## src/rtl/traffic_light_ctrl.sv

```systemverilog
// Two-road traffic light controller with all-red clearance, pedestrian walk phase
// and maintenance flashing-yellow mode. Timing is counted in clk_1s cycles.
module traffic_light_ctrl #(
  parameter int CNT_W    = 6,
  parameter int GREEN1_T = 40,
  parameter int GREEN2_T = 20,
  parameter int YELLOW_T = 5,
  parameter int ALLRED_T = 2,
  parameter int WALK_T   = 10
) (
  input  logic             clk_1s,
  input  logic             rst,
  input  logic             flash_en,
  input  logic             ped_req,
  output logic             green_1,
  output logic             yellow_1,
  output logic             red_1,
  output logic             green_2,
  output logic             yellow_2,
  output logic             red_2,
  output logic             walk,
  output logic             ped_ack,
  output logic [2:0]       state_o,
  output logic [CNT_W-1:0] remain_o
);

  localparam longint TMAX = longint'(1) << CNT_W;

  if (GREEN1_T < 1 || GREEN1_T > TMAX || GREEN2_T < 1 || GREEN2_T > TMAX ||
      YELLOW_T < 1 || YELLOW_T > TMAX || ALLRED_T < 1 || ALLRED_T > TMAX ||
      WALK_T < 1 || WALK_T > TMAX) begin : g_bad_param
    $fatal(1, "traffic_light_ctrl: phase durations must lie in 1..2**CNT_W");
  end

  localparam logic [CNT_W-1:0] G1_LAST   = CNT_W'(GREEN1_T - 1);
  localparam logic [CNT_W-1:0] G2_LAST   = CNT_W'(GREEN2_T - 1);
  localparam logic [CNT_W-1:0] YEL_LAST  = CNT_W'(YELLOW_T - 1);
  localparam logic [CNT_W-1:0] AR_LAST   = CNT_W'(ALLRED_T - 1);
  localparam logic [CNT_W-1:0] WALK_LAST = CNT_W'(WALK_T - 1);

  typedef enum logic [2:0] {
    S_G1    = 3'd0,
    S_Y1    = 3'd1,
    S_AR1   = 3'd2,
    S_G2    = 3'd3,
    S_Y2    = 3'd4,
    S_AR2   = 3'd5,
    S_WALK  = 3'd6,
    S_FLASH = 3'd7
  } state_t;

  state_t           state, state_nxt;
  logic [CNT_W-1:0] cnt, cnt_nxt, last;
  logic             ped_pending, blink;
  logic             phase_done, enter_walk, accept;

  always_comb begin
    last = '0;
    unique case (state)
      S_G1:         last = G1_LAST;
      S_Y1, S_Y2:   last = YEL_LAST;
      S_AR1, S_AR2: last = AR_LAST;
      S_G2:         last = G2_LAST;
      S_WALK:       last = WALK_LAST;
      default:      last = '0;
    endcase
  end

  assign phase_done = (state != S_FLASH) && (cnt == last);

  // flash_en only matters at the all-red exits so a running phase is never cut short
  always_comb begin
    state_nxt = state;
    if (state == S_FLASH) begin
      if (!flash_en) state_nxt = S_AR2;
    end else if (phase_done) begin
      unique case (state)
        S_G1:    state_nxt = S_Y1;
        S_Y1:    state_nxt = S_AR1;
        S_AR1:   state_nxt = flash_en ? S_FLASH : S_G2;
        S_G2:    state_nxt = S_Y2;
        S_Y2:    state_nxt = S_AR2;
        S_AR2:   state_nxt = flash_en ? S_FLASH : (ped_pending ? S_WALK : S_G1);
        S_WALK:  state_nxt = S_G1;
        default: state_nxt = S_G1;
      endcase
    end
  end

  assign cnt_nxt    = (state_nxt != state || state == S_FLASH) ? '0 : cnt + CNT_W'(1);
  assign enter_walk = (state_nxt == S_WALK) && (state != S_WALK);
  assign accept     = ped_req && !ped_pending && (state != S_WALK) && !enter_walk;

  always_ff @(posedge clk_1s or posedge rst) begin
    if (rst) begin
      state       <= S_G1;
      cnt         <= '0;
      ped_pending <= 1'b0;
      blink       <= 1'b0;
      ped_ack     <= 1'b0;
    end else begin
      state       <= state_nxt;
      cnt         <= cnt_nxt;
      blink       <= (state == S_FLASH && state_nxt == S_FLASH) ? ~blink : 1'b0;
      ped_ack     <= accept;
      ped_pending <= enter_walk ? 1'b0 : (accept ? 1'b1 : ped_pending);
    end
  end

  always_comb begin
    green_1  = 1'b0;
    yellow_1 = 1'b0;
    red_1    = 1'b0;
    green_2  = 1'b0;
    yellow_2 = 1'b0;
    red_2    = 1'b0;
    walk     = 1'b0;
    unique case (state)
      S_G1:  begin green_1  = 1'b1; red_2    = 1'b1; end
      S_Y1:  begin yellow_1 = 1'b1; red_2    = 1'b1; end
      S_G2:  begin red_1    = 1'b1; green_2  = 1'b1; end
      S_Y2:  begin red_1    = 1'b1; yellow_2 = 1'b1; end
      S_AR1, S_AR2: begin red_1 = 1'b1; red_2 = 1'b1; end
      S_WALK: begin red_1   = 1'b1; red_2    = 1'b1; walk = 1'b1; end
      S_FLASH: begin yellow_1 = blink; yellow_2 = blink; end
      default: begin green_1 = 1'b1; red_2 = 1'b1; end
    endcase
  end

  assign state_o  = state;
  assign remain_o = (state == S_FLASH) ? '0 : last - cnt;

endmodule
```

## config.mk

```make
export PLATFORM = sky130hd
export DESIGN_NAME = traffic_light_ctrl
export DESIGN_NICKNAME = d
export VERILOG_FILES = /design/src/rtl/traffic_light_ctrl.sv
export SDC_FILE = /design/constraint.sdc
export NUM_CORES = 1
export LEC_CHECK = 0
export CAP_MARGIN = 20
export CORE_ASPECT_RATIO = 0.7
export CORE_MARGIN = 4
export CORE_UTILIZATION = 40
export DETAILED_ROUTE_END_ITERATION = 12
export MAX_ROUTING_LAYER = met4
export RECOVER_POWER = 50
export SKIP_LAST_GASP = 1
export SYNTH_ARGS = -nofsm -noshare
export SYNTH_HDL_FRONTEND = slang
export SYNTH_SLANG_ARGS = --single-unit
```

## constraint.sdc

```tcl
create_clock -name clk_1s -period 6 [get_ports clk_1s]
set_input_delay 1.2 -clock clk_1s [delete_from_list [all_inputs] [get_ports clk_1s]]
set_output_delay 1.2 -clock clk_1s [all_outputs]
set_load 0.02 [all_outputs]
```

==> impl_metrics.yaml <==
setup_path:
  reg2reg_slack_ns: 3.09
  end_kind: "output pin"
  reg2reg_to: "ped_pending"
  cp_data_arrival_time_ns: 3.21
  crit_path_frequent_cell: "nand2_1"
  slowest_stage: "dfrtp_1"
  worstSetupPathType: "reg -> out"
  reg2regPathDepth: 8
  cp.required_ns: 4.80
  rr_startpoint: "state_o[2]"
  crit_fanout: 21
  critPathLaunchType: "flip-flop"
  critPathMaxStageDelay_ns: 0.73
  crit_end: "remain_o[4]"
  cp-startpoint: "state_o[1]"
  crit_chain: "nand2b_1, nand3_1, o21ai_0, ha_1, inv_1, fa_1, nand2_1, nand2_1, a21oi_1, xor2_1, nor2_1, clkdlybuf4s50_1"
cts:
  clk_latency_ns: 0.24
  cts_tree: "built"
  clockBufferDepth: 2
  cts_made_buffers: 3
  post_cts_buffers: 0
  post_cts_resized: 0
  path_clk_slew_ns: 0.05
  postCtsHoldBufs: 0
  cts_root_buf: "clkbuf_8"
  cts_num_sinks: 12
  htreeDepth: 1
route:
  drt-total-wl_um: 2500
  vias: 990
  dr.first_iter.drc_count: 74
  drc: 0
  dr.pass1.iters: 4
  wire_per_inst_um: 13.7
  viasPerCell: 5.41
  drtAntennaViolNets: 0
global_routing:
  grt_max_degree: 24
  antenna_found_initial: 0
  grt_pass1_vias: 911
  grtUsageTotal: 0.153
  grt_overflow: 0
  grt_pass1_wl_um: 4210
layout:
  fillers: 259
  area_delta_synth_final_pct: 21.4
  fin_util: 0.512
  diodes: 0
  nets: 162
  drive_gt1_frac: 0.0403
logic_synthesis:
  synth_compound_area_frac: 0.159
  synthesis.nets: 146
  synth.distinct_cells: 37
  synth_top_family_by_area: "simple AND/OR/NAND/NOR gates"
  synth_area_um2: 1040
  synth-edff-count: 0
  dominantRegCellSynth: "dfrtp_1"
  syn_inst: 135
  muxShareOfSynthArea: 0.0192
  yosys.area_share.simple: 0.293
  avgSynthCellArea_um2: 7.74
  synthArstFlopShare: 1.00
  synth_fa_ha_area_frac: 0.0910
  ys_seq_elements: 12
  synth-xor-area-share: 0.0671
  ys_seq_area_frac: 0.287
  ys_warn_count: 0
job:
  maxCapViolCount: 0
die:
  die_y_um: 50.8
  die_w_um: 69.1
  start_util: 0.422
  num_rows: 15
  io_pins: 21
  core_um2: 2480
  die_area_um2: 3510
placement:
  io_buffers: 20
  globalplace.congestion: 0.794
  post-dp-hpwl_um: 1840
hold_path:
  worstHoldStart: "cnt[0]"
  hp-class: "reg -> reg"
timing:
  finalClockSkew_ns: 0.000906
  relSlewSlack: 0.568
  fin_crit_ns: 4.41
  slew_violations: 0
  finalHoldViolations: 0
  timing.final.crit_share: 0.735
  worstMarginPinSlew_ns: 0.648
  setup_viol: 0
  setup_tns_ns: 0
  fmax_mhz: 227
  grt_setup_unrepaired: "no"
outcome:
  status: "complete, no violations"
-- how the worst min path moves through the flow --
stage	cells after the start	to	slack, ns
2_1_floorplan	1	cnt[0]	0.46
3_3_place_gp	1	cnt[0]	0.51
3_5_place_dp	1	cnt[0]	0.51
4_1_cts	1	cnt[0]	0.52
5_1_grt	1	cnt[0]	0.55
6_report	1	cnt[0]	0.51
-- critical path: cells and delay by family, from the launching register on --
kind	cells	cell delay [ns]
simple gates	5	0.53
fa+ha+maj	2	0.63
xor+xnor	1	0.09
flops	1	0.73
buf+inv	2	0.67
compound gates	2	0.33
-- cell type report --
type	instances	area, um2	share of cell area
clock buffers	3	41.3	0.0325
well taps	34	42.5	0.0335
inverters	10	37.5	0.0296
flip-flops and latches	12	300	0.237
repair buffers	20	200	0.158
multi-input cells	104	647	0.510
-- synthesized netlist by cell type, types with 2 or more instances --
cell,count,share of area
o21ai_0,5,0.024
a22o_1,2,0.017
and3_1,4,0.024
nor3_1,5,0.024
mux2i_1,2,0.019
a21o_1,2,0.014
a21oi_1,6,0.029
nand2_1,11,0.040
xor2_1,2,0.017
dfrtp_1,12,0.29
ha_1,6,0.072
nor2_1,24,0.086
nor2b_1,3,0.018
inv_1,10,0.036
a31oi_1,3,0.018
nand2b_1,3,0.018
clkbuf_1,4,0.014
o21a_1,2,0.014
xnor2_1,6,0.050
buf_2,3,0.014
nand3_1,4,0.019
-- cell families after synthesis --
logic type | Yosys count
adder cells (fa/ha/maj) | 7
AND/OR/NAND/NOR | 62
multiplexers | 2
flip-flops | 12
AO/OA/AOI/OAI | 25
buffers and inverters | 19
XOR/XNOR | 8
-- sequential cells by signal (all words and copies together), names as in the netlist --
register     cells
blink            1
cnt              6
ped_ack          1
ped_pending      1
state_o          3
-- layer usage --
metal | global-route usage | part of all wire | vias up | wire length [um]
met2 | 0.236 | 0.42 | 31 | 1050
met4 | 0.0292 | 0.0052 | 0 | 13
met1 | 0.206 | 0.52 | 476 | 1310
met5 | - | 0 | - | 0
met3 | 0.0360 | 0.052 | 2 | 131
li1 | - | - | 481 | -
-- stage by stage --
stage | instances | area, um2 | setup slack [ns] | hold slack (ns)
after floorplan | 135 | 1040 | 1.99 | 0.461
after detailed placement | 180 | 1240 | 1.84 | 0.512
final | 183 | 1270 | 1.59 | 0.514
after CTS | 183 | 1280 | 1.57 | 0.519
after global placement | 180 | 1240 | 1.89 | 0.506
after global routing | 183 | 1270 | 1.33 | 0.554
-- cells in the final DEF (no fill, tap or decap), drive strengths merged, types with 5 or more instances in the layout --
master / synthesis / routed
xnor2: 6 / 6
ha: 6 / 6
nor2: 24 / 24
a21oi: 7 / 7
nand3: 5 / 5
nor3: 5 / 5
inv: 10 / 10
nand2: 11 / 11
clkdlybuf4s50: 0 / 16
dfrtp: 12 / 12
o21ai: 5 / 5
Power is not shown: default switching activity piles up to over one toggle a cycle in this logic, so the estimate is an artifact.
